[src/rtl/fp_add_seq.sv]
// Sequential floating-point adder (flush-to-zero, round-to-nearest-even), one operation in flight.
// Result appears in DONE, the 5th cycle after the accepting edge, and is held there until out_ready.
module fp_add_seq #(
    parameter int EXPONENT_BITS = 8,
    parameter int FRACTION_BITS = 23,
    localparam int W = 1 + EXPONENT_BITS + FRACTION_BITS
) (
    input  logic         clk,
    input  logic         rst_n,
    input  logic         in_valid,
    output logic         in_ready,
    input  logic [W-1:0] a,
    input  logic [W-1:0] b,
    output logic         out_valid,
    input  logic         out_ready,
    output logic [W-1:0] sum,
    output logic         flag_zero,
    output logic         flag_inf,
    output logic         flag_nan,
    output logic         flag_ovf,
    output logic         flag_unf,
    output logic         flag_inexact
);
    localparam int E   = EXPONENT_BITS;
    localparam int F   = FRACTION_BITS;
    localparam int SW  = F + 4;
    localparam int EXW = 16;
    localparam logic [E-1:0] EXP_ONES = {E{1'b1}};
    localparam logic signed [EXW-1:0] EXP_MAX = EXW'((1 << E) - 1);
    localparam int FZ = 5, FI = 4, FN = 3, FO = 2, FU = 1, FX = 0;

    typedef enum logic [2:0] {IDLE, ALIGN, ADD, NORM, ROUND, DONE} state_e;

    state_e state_q, state_d;

    logic [W-1:0]            a_q, b_q;
    logic                    al_sign_q, al_sub_q;
    logic [E-1:0]            al_exp_q;
    logic [SW-1:0]           al_big_q, al_small_q;
    logic                    sp_vld_q;
    logic [W-1:0]            sp_sum_q;
    logic [5:0]              sp_flags_q;
    logic [SW:0]             ad_sum_q;
    logic [SW-1:0]           nm_sig_q;
    logic signed [EXW-1:0]   nm_exp_q;
    logic                    nm_zero_q;
    logic [W-1:0]            sum_q;
    logic [5:0]              flags_q;

    // ---------------- FSM ----------------
    always_ff @(posedge clk or negedge rst_n) begin
        if (!rst_n) state_q <= IDLE;
        else        state_q <= state_d;
    end

    always_comb begin
        state_d = state_q;
        case (state_q)
            IDLE:    if (in_valid) state_d = ALIGN;
            ALIGN:   state_d = ADD;
            ADD:     state_d = NORM;
            NORM:    state_d = ROUND;
            ROUND:   state_d = DONE;
            DONE:    if (out_ready) state_d = IDLE;
            default: state_d = IDLE;
        endcase
    end

    assign in_ready  = rst_n && (state_q == IDLE);
    assign out_valid = (state_q == DONE);

    // ---------------- ALIGN: classify, swap, align ----------------
    logic                    sa, sb;
    logic [E-1:0]            ea, eb, e_big, e_small;
    logic [F-1:0]            fa, fb, f_big, f_small;
    logic                    nan_a, nan_b, inf_a, inf_b, zero_a, zero_b, swap;
    logic [W-2:0]            mag_a, mag_b;
    logic [SW-1:0]           sig_big, sig_small, sig_shift, sig_lost, sig_aligned;
    logic [31:0]             exp_diff;
    logic                    sp_vld_d;
    logic [W-1:0]            sp_sum_d;
    logic [5:0]              sp_flags_d;

    assign {sa, ea, fa} = a_q;
    assign {sb, eb, fb} = b_q;
    assign nan_a  = (ea == EXP_ONES) && (fa != '0);
    assign nan_b  = (eb == EXP_ONES) && (fb != '0);
    assign inf_a  = (ea == EXP_ONES) && (fa == '0);
    assign inf_b  = (eb == EXP_ONES) && (fb == '0);
    assign zero_a = (ea == '0);
    assign zero_b = (eb == '0);

    // Denormals collapse to a zero magnitude, so they carry no hidden bit below.
    assign mag_a = zero_a ? '0 : {ea, fa};
    assign mag_b = zero_b ? '0 : {eb, fb};
    assign swap  = mag_b > mag_a;
    assign {e_big, f_big}     = swap ? mag_b : mag_a;
    assign {e_small, f_small} = swap ? mag_a : mag_b;

    assign sig_big   = {e_big != '0, f_big, 3'b000};
    assign sig_small = {e_small != '0, f_small, 3'b000};
    assign exp_diff  = 32'(e_big) - 32'(e_small);
    assign sig_shift = sig_small >> exp_diff;
    assign sig_lost  = sig_small & ~({SW{1'b1}} << exp_diff);

    always_comb begin
        if (exp_diff >= 32'(F + 3)) sig_aligned = {{(SW-1){1'b0}}, |sig_small};
        else                        sig_aligned = sig_shift | {{(SW-1){1'b0}}, |sig_lost};
    end

    always_comb begin
        sp_vld_d   = 1'b0;
        sp_sum_d   = '0;
        sp_flags_d = '0;
        if (nan_a || nan_b || (inf_a && inf_b && (sa != sb))) begin
            sp_vld_d       = 1'b1;
            sp_sum_d       = {1'b0, EXP_ONES, 1'b1, {(F-1){1'b0}}};
            sp_flags_d[FN] = 1'b1;
        end else if (inf_a || inf_b) begin
            sp_vld_d       = 1'b1;
            sp_sum_d       = {inf_a ? sa : sb, EXP_ONES, {F{1'b0}}};
            sp_flags_d[FI] = 1'b1;
        end else if (zero_a && zero_b) begin
            sp_vld_d       = 1'b1;
            sp_sum_d       = {sa & sb, {(W-1){1'b0}}};
            sp_flags_d[FZ] = 1'b1;
        end
    end

    // ---------------- ADD ----------------
    logic [SW:0] ad_sum_d;
    assign ad_sum_d = al_sub_q ? ({1'b0, al_big_q} - {1'b0, al_small_q})
                               : ({1'b0, al_big_q} + {1'b0, al_small_q});

    // ---------------- NORM ----------------
    logic [7:0]            lzc;
    logic [EXW-1:0]        exp_ext;
    logic [SW-1:0]         nm_sig_d;
    logic signed [EXW-1:0] nm_exp_d;
    logic                  nm_zero_d;

    always_comb begin
        lzc = '0;
        for (int i = 0; i < SW; i++) begin
            if (ad_sum_q[i]) lzc = 8'(SW - 1 - i);
        end
        nm_zero_d = (ad_sum_q == '0);
        exp_ext   = {{(EXW-E){1'b0}}, al_exp_q};
        if (ad_sum_q[SW]) begin
            nm_sig_d = {ad_sum_q[SW:2], ad_sum_q[1] | ad_sum_q[0]};
            nm_exp_d = exp_ext + 16'd1;
        end else begin
            nm_sig_d = ad_sum_q[SW-1:0] << lzc;
            nm_exp_d = exp_ext - {{(EXW-8){1'b0}}, lzc};
        end
    end

    // ---------------- ROUND and final packing ----------------
    logic                  grs_any, rnd_up;
    logic [F+1:0]          mant;
    logic [F-1:0]          rd_frac;
    logic signed [EXW-1:0] rd_exp;
    logic [W-1:0]          res_sum_d;
    logic [5:0]            res_flags_d;

    always_comb begin
        grs_any     = |nm_sig_q[2:0];
        rnd_up      = nm_sig_q[2] & (nm_sig_q[1] | nm_sig_q[0] | nm_sig_q[3]);
        mant        = {1'b0, nm_sig_q[SW-1:3]} + {{(F+1){1'b0}}, rnd_up};
        rd_exp      = nm_exp_q + {{(EXW-1){1'b0}}, mant[F+1]};
        rd_frac     = mant[F+1] ? mant[F:1] : mant[F-1:0];
        res_sum_d   = '0;
        res_flags_d = '0;
        if (sp_vld_q) begin
            res_sum_d   = sp_sum_q;
            res_flags_d = sp_flags_q;
        end else if (nm_zero_q) begin
            // Exact cancellation of nonzero operands is always +0.
            res_flags_d[FZ] = 1'b1;
        end else if (rd_exp >= EXP_MAX) begin
            res_sum_d       = {al_sign_q, EXP_ONES, {F{1'b0}}};
            res_flags_d[FO] = 1'b1;
            res_flags_d[FI] = 1'b1;
            res_flags_d[FX] = grs_any;
        end else if (rd_exp[EXW-1] || (rd_exp == '0)) begin
            res_sum_d       = {al_sign_q, {(W-1){1'b0}}};
            res_flags_d[FZ] = 1'b1;
            res_flags_d[FU] = 1'b1;
            res_flags_d[FX] = grs_any;
        end else begin
            res_sum_d       = {al_sign_q, rd_exp[E-1:0], rd_frac};
            res_flags_d[FX] = grs_any;
        end
    end

    // Only one operation is in flight, so ALIGN-stage registers (sign, exponent,
    // special result) stay valid and are read directly by the later stages.
    always_ff @(posedge clk or negedge rst_n) begin
        if (!rst_n) begin
            a_q        <= '0;
            b_q        <= '0;
            al_sign_q  <= 1'b0;
            al_sub_q   <= 1'b0;
            al_exp_q   <= '0;
            al_big_q   <= '0;
            al_small_q <= '0;
            sp_vld_q   <= 1'b0;
            sp_sum_q   <= '0;
            sp_flags_q <= '0;
            ad_sum_q   <= '0;
            nm_sig_q   <= '0;
            nm_exp_q   <= '0;
            nm_zero_q  <= 1'b0;
            sum_q      <= '0;
            flags_q    <= '0;
        end else begin
            if ((state_q == IDLE) && in_valid) begin
                a_q <= a;
                b_q <= b;
            end
            if (state_q == ALIGN) begin
                al_sign_q  <= swap ? sb : sa;
                al_sub_q   <= sa ^ sb;
                al_exp_q   <= e_big;
                al_big_q   <= sig_big;
                al_small_q <= sig_aligned;
                sp_vld_q   <= sp_vld_d;
                sp_sum_q   <= sp_sum_d;
                sp_flags_q <= sp_flags_d;
            end
            if (state_q == ADD) ad_sum_q <= ad_sum_d;
            if (state_q == NORM) begin
                nm_sig_q  <= nm_sig_d;
                nm_exp_q  <= nm_exp_d;
                nm_zero_q <= nm_zero_d;
            end
            if (state_q == ROUND) begin
                sum_q   <= res_sum_d;
                flags_q <= res_flags_d;
            end
        end
    end

    assign sum = sum_q;
    assign {flag_zero, flag_inf, flag_nan, flag_ovf, flag_unf, flag_inexact} = flags_q;

endmodule

[config.mk]
export PLATFORM = sky130hd
export DESIGN_NAME = fp_add_seq
export DESIGN_NICKNAME = d
export VERILOG_FILES = /design/src/rtl/fp_add_seq.sv
export SDC_FILE = /design/constraint.sdc
export NUM_CORES = 1
export LEC_CHECK = 0
export BUFFER_PORTS_ARGS = -buffer_cell sky130_fd_sc_hd__buf_2
export CORE_MARGIN = 2
export CORE_UTILIZATION = 30
export DETAILED_ROUTE_END_ITERATION = 8
export PLACE_DENSITY = 0.54
export REMOVE_ABC_BUFFERS = 1
export SYNTH_ARGS = -nofsm -noshare
export SYNTH_HDL_FRONTEND = slang
export SYNTH_SLANG_ARGS = --single-unit
[constraint.sdc]
create_clock -name clk -period 6 [get_ports clk]
set_input_delay 0.6 -clock clk [delete_from_list [all_inputs] [get_ports clk]]
set_output_delay 0.6 -clock clk [all_outputs]
set_load 0.01 [all_outputs]
==> reports/results.ini, run 1 <==
[timing]
slew_viol_final=0
hold_viol_final=0
fin_skew_ps=15.55
rsz0062_at_grt=no
finalCriticalPeriod_ps=5609
finalCritPeriodShare=0.9348
tightest_slew_ps=1066
max-slew-margin-rel=0.2792
setup_viol=0
fmax_mhz=178.3

[synth]
synthTopCellsByArea=dfrtp_1 (33%), ha_1 (6.4%), nand2_1 (5.9%), mux2_2 (5.5%), o21ai_0 (5.2%)
netlist.area_leader.share=0.3344
synth-adder-area-share=0.06617
synth_ff_type=dfrtp_1
synth_compound_area_frac=0.2197
synth_top_family_by_area=compound AO/OA/AOI/OAI gates
async_reset_ff_frac=1.000
synth_top_cell_by_area=dfrtp_1
synth.distinct_cells=84
syn_area_mm2=0.01781
post_synth_mux_area_share=0.1133
syn_area_per_cell_um2=8.304
synthXorXnorAreaFrac=0.03301
ys_warn_count=0
yosysSeqAreaShare=0.3344
ys_ff_latch=238
syn_inst=2145
synth-simple-area-share=0.1789
synth_edf_count=0

[outcome]
outcome=finished, final reports clean

[clocking]
cts_tree=done
cts_sinks=238
htreeDepth=1
clockRootBuffer=clkbuf_16
clkSlewWorstSetupHoldPaths_ps=60
insertion_delay_ps=580
clockBufferDepth=3
post_cts_buffers=0
cts_buffers=28

[grt]
track_usage=0.1829
grt_max_degree=106
grt-ovfl-total=0
grt_pass1_vias=15870
antenna_found_initial=0
grt_pass1_wl_mm=90.13

[route]
vias_per_cell=5.402
ant_nets=0
drc_errors=0
vias=16120
drtIter0Drc=1064
first_pass_iters=5
wl_mm=56.74
wl_per_cell_um=19.02

[worst_setup_path]
cp.arrival_ps=6110
worst-setup-path-type=flop to flop
cp.required_ps=6500
startpoint_type=flop
worstPathMaxFanout=27
end_kind=flop

[floorplanning]
rows=89
io_pins=108
start_util=0.3024
coreArea_mm2=0.05891
die_h_um=247.7
dieWidth_um=247.7
dieArea_mm2=0.06134

[layout]
synthToLayoutAreaGrowth_pct=13.70
fill_cells=6157
mostFrequentLayoutCells=nand2_1 (281), dfrtp_1 (238), o21ai_0 (185), nor2_1 (185), a21oi_1 (155)
antenna_cells=0
multiInputGateArea_mm2=0.01098
drive_gt1_frac=0.1538
final_common_cell=nand2_1
final-seq-area_mm2=0.005956
fin_cells=2983
layout.nets=2350

[job]
drv_cap=0

[place]
gp_congestion=0.9270
place_hpwl_mm=43.67
dp_cells=2932
portBuffers=107

[worst_hold_path]
hp-class=input port to asynchronous set/reset pin

Yosys cell counts (8+ instances only):
cell type	number
nand2_1	282
dfrtp_1	238
o21ai_0	186
nor2_1	185
a21oi_1	155
clkbuf_1	126
inv_1	107
ha_1	91
mux2_2	87
mux2i_1	73
nor3_1	46
nand3_1	45
xnor2_1	43
a31oi_1	30
nor4_1	27
a211oi_1	25
and2_1	23
and3_1	21
nand4_1	21
xor2_1	21
o22ai_1	20
o211ai_1	19
a221oi_1	16
mux4_2	13
o21bai_1	13
a22o_1	12
o21a_1	12
o22a_1	12
buf_1	11
nor2b_1	11
or3_1	10
a221o_1	9
a21o_1	8
buf_2	8
o2111ai_1	8
o31ai_1	8
metal layers:
metal,global-route usage,vias up,share of wire
met5,0,-,0
li1,-,7830,-
met2,0.3107,438,0.48
met1,0.2464,7757,0.46
met3,0.01914,90,0.041
met4,0.04984,0,0.027
critical path, cell delays in order, from the launching register on:
cell and delay (ps):
dfrtp_1 400, nor4_2 360, nand2_1 150, buf_12 180, nand2_1 100, inv_1 90
ha_1 310, nand4_1 250, a21oi_1 210, o31ai_1 160, a2111oi_4 490, o21a_2 190
nor2_1 40, nor2_1 110, ha_1 180, nor2_1 50, mux2_4 320, o21a_4 240
a211oi_2 230, o31ai_1 130, or4_1 520, buf_4 200, nor3_1 360, a21oi_1 80
o21ai_1 130
path summary, 6_finish.rpt:
kind | start | to | slack (ps) | depth (start not counted)
worst max register to register | b_q[23] | al_small_q[5] | 390 | 24
worst max-delay path | b_q[23] | al_small_q[5] | 390 | 24
min in group clk | a[26] | a_q[26] | 240 | 3
max in group asynchronous | rst_n | a_q[12] | 4350 | 2
worst min-delay path | rst_n | flags_q[3] | 80 | 1
worst min register to register | sum[9] | sum[9] | 470 | 2
through the flow:
step                hold WS (ps)  setup TNS [ps]  cell area (um2)  setup slack, ps    util
finish                     78.39               0            20250            391.5  0.3438
global route               129.2               0            20250            20.44  0.3438
CTS                        97.04               0            20210            205.4  0.3432
detailed placement         465.4               0            19250            257.4  0.3267
global placement           457.4               0            19250            319.7  0.3267
floorplan                  304.4          -40790            17250            -1603       -
sequential cells by signal, indices dropped and copies added, names as in the netlist, 6 cells and up:
signal	cells
a_q	32
b_q	32
sum	32
ad_sum_q	28
al_small_q	27
nm_sig_q	27
al_big_q	24
nm_exp_q	10
al_exp_q	8
flags_q	6
cell families (layout without fill, tap and decap cells):
group | Yosys count | in the layout
fa+ha+maj | 93 | 93
mux | 174 | 174
compound gates | 614 | 614
flops | 238 | 238
buf+inv | 255 | 320
xor+xnor | 65 | 65
simple gates | 706 | 706
cell type report:
| cell class | count | share of cell area |
|---|---|---|
| clock buffer | 40 | 0.04084 |
| multi-input combinational | 1652 | 0.5424 |
| sequential | 238 | 0.2941 |
| inverter | 109 | 0.02020 |
| timing repair buffer | 160 | 0.04782 |
| tap | 773 | 0.04776 |
| clock inverter | 11 | 0.006920 |
timing repair:
action | in CTS | in global routing
hold buffers | 0 | 0
endpoints found under the setup margin | 0 | 23
resized for setup | 0 | 6
Power of run 1 is left out: the tool's default activity adds up to more than one toggle a clock period on the data nets, which glitch-free logic cannot reach.
==> inputs of run 2 (changes only) <==
--- a/config.mk
+++ b/config.mk
@@ -5,11 +5,13 @@
 export SDC_FILE = /design/constraint.sdc
 export NUM_CORES = 1
 export LEC_CHECK = 0
+export ABC_AREA = 1
+export ABC_CLOCK_PERIOD_IN_PS = 6000
 export BUFFER_PORTS_ARGS = -buffer_cell sky130_fd_sc_hd__buf_2
 export CORE_MARGIN = 2
-export CORE_UTILIZATION = 30
+export CORE_UTILIZATION = 57
 export DETAILED_ROUTE_END_ITERATION = 8
-export PLACE_DENSITY = 0.54
+export PLACE_DENSITY = 0.85
 export REMOVE_ABC_BUFFERS = 1
 export SYNTH_ARGS = -nofsm -noshare
 export SYNTH_HDL_FRONTEND = slang
==> run 2 against run 1 <==
- maximum frequency is 1.0% higher
- non-clock buffer count down 6
- count of clock-buffer cells in the layout did not move
- die area is 45% lower
- first-iteration DRC count increased by 66%
- clock skew rose by 4.5 ps
- utilization increased by 29 points
- sequential cell count did not move
- critical endpoint is now al_small_q[0]
- largest cell class unchanged
==> reports/results.ini, run 2 <==
[outcome]
outcome=finished, final reports clean  ; unchanged

[place]
gp_congestion=0.9846  ; was 0.9270
portBuffers=107  ; unchanged
place_hpwl_mm=44.12  ; was 43.67 mm
dp_cells=3123  ; was 2,932

[synth]
synth-simple-area-share=0.3151  ; was 0.1789
synth_top_cell_by_area=dfrtp_1  ; unchanged
ys_warn_count=0  ; unchanged
synth_compound_area_frac=0.1620  ; was 0.2197
synth_top_family_by_area=simple AND/OR/NAND/NOR gates  ; was compound AO/OA/AOI/OAI gates
synth_ff_type=dfrtp_1  ; unchanged
synth_most_common_cell=nand2_1  ; unchanged
synth_edf_count=0  ; unchanged
yosysSeqAreaShare=0.3249  ; was 0.3344
synth_common_cells=nand2_1 (641), nand3_1 (317), inv_1 (296), nor2_1 (248), dfrtp_1 (238)  ; was nand2_1 (282), dfrtp_1 (238), o21ai_0 (186), nor2_1 (185), a21oi_1 (155)
post_synth_mux_area_share=0.01570  ; was 0.1133
async_reset_ff_frac=1.000  ; unchanged
syn_inst=2707  ; was 2,145
synthTopCellsByArea=dfrtp_1 (32%), nand2_1 (13%), nand3_1 (8.7%), ha_1 (6.2%), inv_1 (6.1%)  ; was dfrtp_1 (33%), ha_1 (6.4%), nand2_1 (5.9%), mux2_2 (5.5%), o21ai_0 (5.2%)
netlist.area_leader.share=0.3249  ; was 0.3344
synth.distinct_cells=64  ; was 84
synthXorXnorAreaFrac=0.02280  ; was 0.03301
ys_ff_latch=238  ; unchanged
syn_area_mm2=0.01833  ; was 0.01781 mm2
syn_area_per_cell_um2=6.772  ; was 8.304 um2
synth-adder-area-share=0.06429  ; was 0.06617

[timing]
finalCritPeriodShare=0.9252  ; was 0.9348
fin_skew_ps=20.07  ; was 15.55 ps
tns_ps=0  ; unchanged
max-slew-margin-rel=0.2425  ; was 0.2792
tightest_slew_ps=1135  ; was 1066 ps
finalCriticalPeriod_ps=5551  ; was 5609 ps
fmax_mhz=180.1  ; was 178.3 MHz
hold_viol_final=0  ; unchanged
holdWs_ps=276.0  ; was 78.39 ps
slew_viol_final=0  ; unchanged
setup_viol=0  ; unchanged

[worst_setup_path]
cpLargestDelayFamily=simple AND/OR/NAND/NOR gates  ; unchanged
timing.rr.start=b_q[29]  ; was b_q[23]
critPathMaxStageDelay_ps=380  ; was 520 ps
startpoint_type=flop  ; unchanged
crit_buf_inv=6  ; was 3
rr_worst_depth=39  ; was 24
cp.required_ps=6450  ; was 6500 ps
worst-setup-path-type=flop to flop  ; unchanged
cpMostUsedCell=nand2_1  ; was nor2_1
cp-startpoint=b_q[29]  ; was b_q[23]
timing.rr.end=al_small_q[0]  ; was al_small_q[5]
crit_slowest_cell=dfrtp_1  ; was or4_1
worstPathMaxFanout=33  ; was 27
cp.arrival_ps=6000  ; was 6110 ps
reg2reg_slack_ps=450  ; was 390 ps
end_kind=flop  ; unchanged

[grt]
grt_pass1_vias=17720  ; was 15,870
antenna_found_initial=0  ; unchanged
grt_pass1_wl_mm=93.08  ; was 90.13 mm
grt_max_degree=88  ; was 106
grt-ovfl-total=0  ; unchanged
track_usage=0.3433  ; was 0.1829

[route]
drtIter0Drc=1765  ; was 1,064
drc_errors=0  ; unchanged
vias_per_cell=5.940  ; was 5.402
wl_mm=57.62  ; was 56.74 mm
first_pass_iters=6  ; was 5
ant_nets=0  ; unchanged
wl_per_cell_um=18.11  ; was 19.02 um
vias=18900  ; was 16,120

[floorplanning]
dieWidth_um=183.3  ; was 247.7 um
dieArea_mm2=0.03361  ; was 0.06134 mm2
coreArea_mm2=0.03164  ; was 0.05891 mm2
die_h_um=183.3  ; was 247.7 um
rows=65  ; was 89
start_util=0.5795  ; was 0.3024
io_pins=108  ; unchanged

[layout]
fin_cells=3182  ; was 2,983
synthToLayoutAreaGrowth_pct=9.971  ; was 13.70%
layout.nets=2921  ; was 2,350
mostFrequentLayoutCells=nand2_1 (639), nand3_1 (316), inv_1 (296)  ; was nand2_1 (281), dfrtp_1 (238), o21ai_0 (185), nor2_1 (185), a21oi_1 (155)
antenna_cells=0  ; unchanged
fin_util=0.6373  ; was 0.3438
final_common_cell=nand2_1  ; unchanged
drive_gt1_frac=0.1007  ; was 0.1538

[clocking]
insertion_delay_ps=570  ; was 580 ps
clockBufferDepth=3  ; unchanged
cts_tree=done  ; unchanged
clockRootBuffer=clkbuf_16  ; unchanged
cts_sinks=238  ; unchanged
htreeDepth=1  ; unchanged
cts_buffers=28  ; unchanged
clkSlewWorstSetupHoldPaths_ps=60  ; about the same

[worst_hold_path]
worstHoldStart=a[7]
min_to=a_q[7]
hp-class=input port to flop  ; was input port to asynchronous set/reset pin
worstHoldPathCells=2

[job]
drv_cap=0  ; unchanged

==> run 2: cell count changes in the layout (fill, tap and decap cells not counted), moves of 22 or more <==
| cell | change |
|---|---|
| inv_1 | +189 |
| nor3_1 | -23 |
| xnor2_1 | -36 |
| mux2_2 | -65 |
| a21oi_1 | +32 |
| nand3_1 | +271 |
| nor2_1 | +60 |
| a211oi_1 | -22 |
| nand4_1 | +23 |
| nand2_1 | +358 |
| mux2i_1 | -69 |
==> run 2: worst reg2reg max path: cells and delay by family (launching register included) <==
kind,cells,cell delay [ps]
AND/OR/NAND/NOR,30,3420
buffers and inverters,6,810
adder cells (fa/ha/maj),2,470
flip-flops,1,380
AO/OA/AOI/OAI,1,350
==> run 2: worst max path at each step <==
stage | slack [ps] | cells after the start | end
floorplan | -40 | 32 | al_small_q[0]
CTS | 110 | 33 | sum[15]
global route | -40 | 34 | sum[1]
finish | 450 | 39 | al_small_q[0]
detailed placement | 150 | 33 | sum[3]
global placement | 340 | 33 | sum[1]
==> run 2: per-layer routing <==
metal	vias up	part of all wire	global-route usage
li1	9104	-	-
met3	168	0.060	0.03495
met2	796	0.47	0.5739
met5	-	0	0
met1	8832	0.42	0.4493
met4	0	0.055	0.1626
==> run 2: layout make-up <==
class,instances,area [um2]
Tap cell,402,503.0
Clock inverter,10,141.4
Clock buffer,40,797.0
Multi-Input combinational cell,2026,10680
Timing Repair Buffer,154,900.9
Inverter,311,1171
Sequential cell,238,5956
Fill cell,2932,11480
Timing Repair inverter,1,7.507
==> run 2: per-stage QoR <==
stage | cell area (um2) | worst slack [ps]
floorplan | 17750 | -39.81
global placement | 19120 | 341.5
detailed placement | 19120 | 149.6
CTS | 20070 | 114.3
global route | 20160 | -42.73
finish | 20160 | 448.9
==> run 2: repair_timing <==
item	in CTS	in global routing
setup buffers	0	7
gates resized for setup	0	11
hold endpoints to repair	56	0
endpoints found under the setup margin	0	29
hold buffers	1	0
==> run 2: cell families after synthesis <==
kind of cell	count (synthesis)
and+or+nand+nor	1333
DFF	238
xor gates and xnor gates	46
adders and majority gates	93
buffers and inverters	443
muxes	26
AOI/OAI and AO/OA	528
Power of run 2 is left out for the same reason.
==> inputs of run 3 (changes only) <==
--- a/config.mk
+++ b/config.mk
@@ -13,6 +13,7 @@
 export DETAILED_ROUTE_END_ITERATION = 8
 export PLACE_DENSITY = 0.85
 export REMOVE_ABC_BUFFERS = 1
+export SKIP_LAST_GASP = 1
 export SYNTH_ARGS = -nofsm -noshare
 export SYNTH_HDL_FRONTEND = slang
 export SYNTH_SLANG_ARGS = --single-unit
==> constraint.sdc (replaced) <==
create_clock -name clk -period 6 [get_ports clk]
set_input_delay 0.6 -clock clk [delete_from_list [all_inputs] [get_ports clk]]
set_output_delay 0.6 -clock clk [all_outputs]
set_load 0.02 [all_outputs]
==> run 3 against run 2 <==
- critical path depth fell by 5
- non-clock buffer count is 4 lower
- register-to-register slack better by 60 ps
- design area increased by 0.19%
==> reports/results.ini, run 3 (same netlist as run 2, synthesis figures left out) <==
[clocking]
insertion_delay_ps=570  ; about the same
htreeDepth=1  ; unchanged
cts_sinks=238  ; unchanged
clockBufferDepth=3  ; unchanged
cts_tree=done  ; unchanged
clkSlewWorstSetupHoldPaths_ps=60  ; about the same
clockRootBuffer=clkbuf_16  ; unchanged
cts_buffers=29  ; was 28

[worst_setup_path]
rr_worst_depth=34  ; was 39
cpMostUsedCell=nor2_1  ; was nand2_1
startpoint_type=flop  ; unchanged
cp.arrival_ps=5940  ; was 6000 ps
crit_slowest_cell=dfrtp_1  ; unchanged
crit_buf_inv=8  ; was 6
end_kind=flop  ; unchanged
worst-setup-path-type=flop to flop  ; unchanged
cpLargestDelayFamily=simple AND/OR/NAND/NOR gates  ; unchanged
worstPathMaxFanout=7  ; was 33
cp.required_ps=6450  ; about the same
crit_cells=34  ; was 39
critPathMaxStageDelay_ps=370  ; was 380 ps

[floorplanning]
dieArea_mm2=0.03361  ; unchanged
io_pins=108  ; unchanged
coreArea_mm2=0.03164  ; unchanged
dieWidth_um=183.3  ; unchanged
start_util=0.5795  ; unchanged
rows=65  ; unchanged
die_h_um=183.3  ; unchanged

[place]
portBuffers=107  ; unchanged
place_hpwl_mm=43.51  ; was 44.12 mm
gp_congestion=1.011  ; was 0.9846

[timing]
tightest_slew_ps=1177  ; was 1135 ps
slew_viol_final=0  ; unchanged
hold_viol_final=0  ; unchanged
holdWs_ps=265.9  ; was 276.0 ps
fmax_mhz=182.2  ; was 180.1 MHz
finalCriticalPeriod_ps=5490  ; was 5551 ps
fin_skew_ps=20.04  ; was 20.07 ps
setup_viol=0  ; unchanged
rsz0062_at_grt=yes
max-slew-margin-rel=0.2144  ; was 0.2425
finalCritPeriodShare=0.9150  ; was 0.9252

[outcome]
outcome=finished, final reports clean  ; unchanged

[grt]
grt-ovfl-total=0  ; unchanged
track_usage=0.3413  ; was 0.3433
grt_max_degree=69  ; was 88
grt_pass1_vias=17840  ; was 17,720
antenna_found_initial=0  ; unchanged
grt_pass1_wl_mm=92.47  ; was 93.08 mm

[layout]
layout.nets=2919  ; was 2,921
final_common_cell=nand2_1  ; unchanged
drive_gt1_frac=0.1016  ; was 0.1007
fill_cells=2867  ; was 2,932
antenna_cells=0  ; unchanged
mostFrequentLayoutCells=nand2_1 (639), nand3_1 (316), inv_1 (295)  ; was nand2_1 (639), nand3_1 (316), inv_1 (296)
multiInputGateArea_mm2=0.01071  ; was 0.01068 mm2
synthToLayoutAreaGrowth_pct=10.18  ; was 9.971%
final-seq-area_mm2=0.005956  ; unchanged

[route]
vias=19130  ; was 18,900
ant_nets=0  ; unchanged
vias_per_cell=6.019  ; was 5.940
first_pass_iters=6  ; unchanged
drc_errors=0  ; unchanged
drtIter0Drc=1959  ; was 1,765
wl_mm=57.89  ; was 57.62 mm
wl_per_cell_um=18.22  ; was 18.11 um

[job]
drv_cap=0  ; unchanged

[worst_hold_path]
worstHoldPathCells=2  ; unchanged
hp-class=input port to flop  ; unchanged

==> run 3: path summary, 6_finish.rpt <==
kind	start	to	slack, ps
setup / recovery	nm_sig_q[3]	sum[1]	510
hold / removal	a[7]	a_q[7]	270
setup reg to reg	nm_sig_q[3]	sum[1]	510
hold reg to reg	sum[8]	sum[8]	480
max in group asynchronous	rst_n	al_big_q[3]	4190
min in group asynchronous	rst_n	ad_sum_q[13]	540
==> run 3: through the flow <==
| step | setup WS, ps | setup TNS, ps | instance area [um2] | utilization | instances |
|---|---|---|---|---|---|
| 6_report | 510.2 | 0 | 20200 | 0.6385 | 3178 |
| 5_1_grt | -64.68 | -356.7 | 20200 | 0.6385 | 3178 |
| 4_1_cts | 77.35 | 0 | 20110 | 0.6355 | 3171 |
| 3_5_place_dp | 181.2 | 0 | 19120 | 0.6044 | 3121 |
| 3_3_place_gp | 331.2 | 0 | 19120 | 0.6044 | 3121 |
| 2_1_floorplan | -39.81 | -126.0 | 17750 | - | 2575 |
==> run 3: what timing repair did <==
| item | CTS | global route |
|---|---|---|
| resized for setup | 0 | 13 |
| setup endpoints to repair | 0 | 31 |
| hold buffers | 1 | 0 |
| setup buffers | 0 | 5 |
| endpoints found under the hold margin | 1 | 0 |
==> run 3: final cells by class <==
type / instances / share of cell area
sequential: 238 / 0.2948
timing repair inverter: 1 / 0.0003717
clock buffer: 35 / 0.03853
multi-input combinational: 2027 / 0.5300
clock inverter: 14 / 0.009663
timing repair buffer: 150 / 0.04373
tap: 402 / 0.02490
inverter: 311 / 0.05798
==> run 3: per-layer routing <==
metal | up-vias | global-route usage | routed length, um
li1 | 9125 | - | -
met1 | 8893 | 0.4458 | 23670
met2 | 910 | 0.5611 | 26800
met3 | 199 | 0.03713 | 3823
met4 | 0 | 0.1792 | 3588
met5 | - | 0 | 0
Power of run 3 is left out for the same reason.
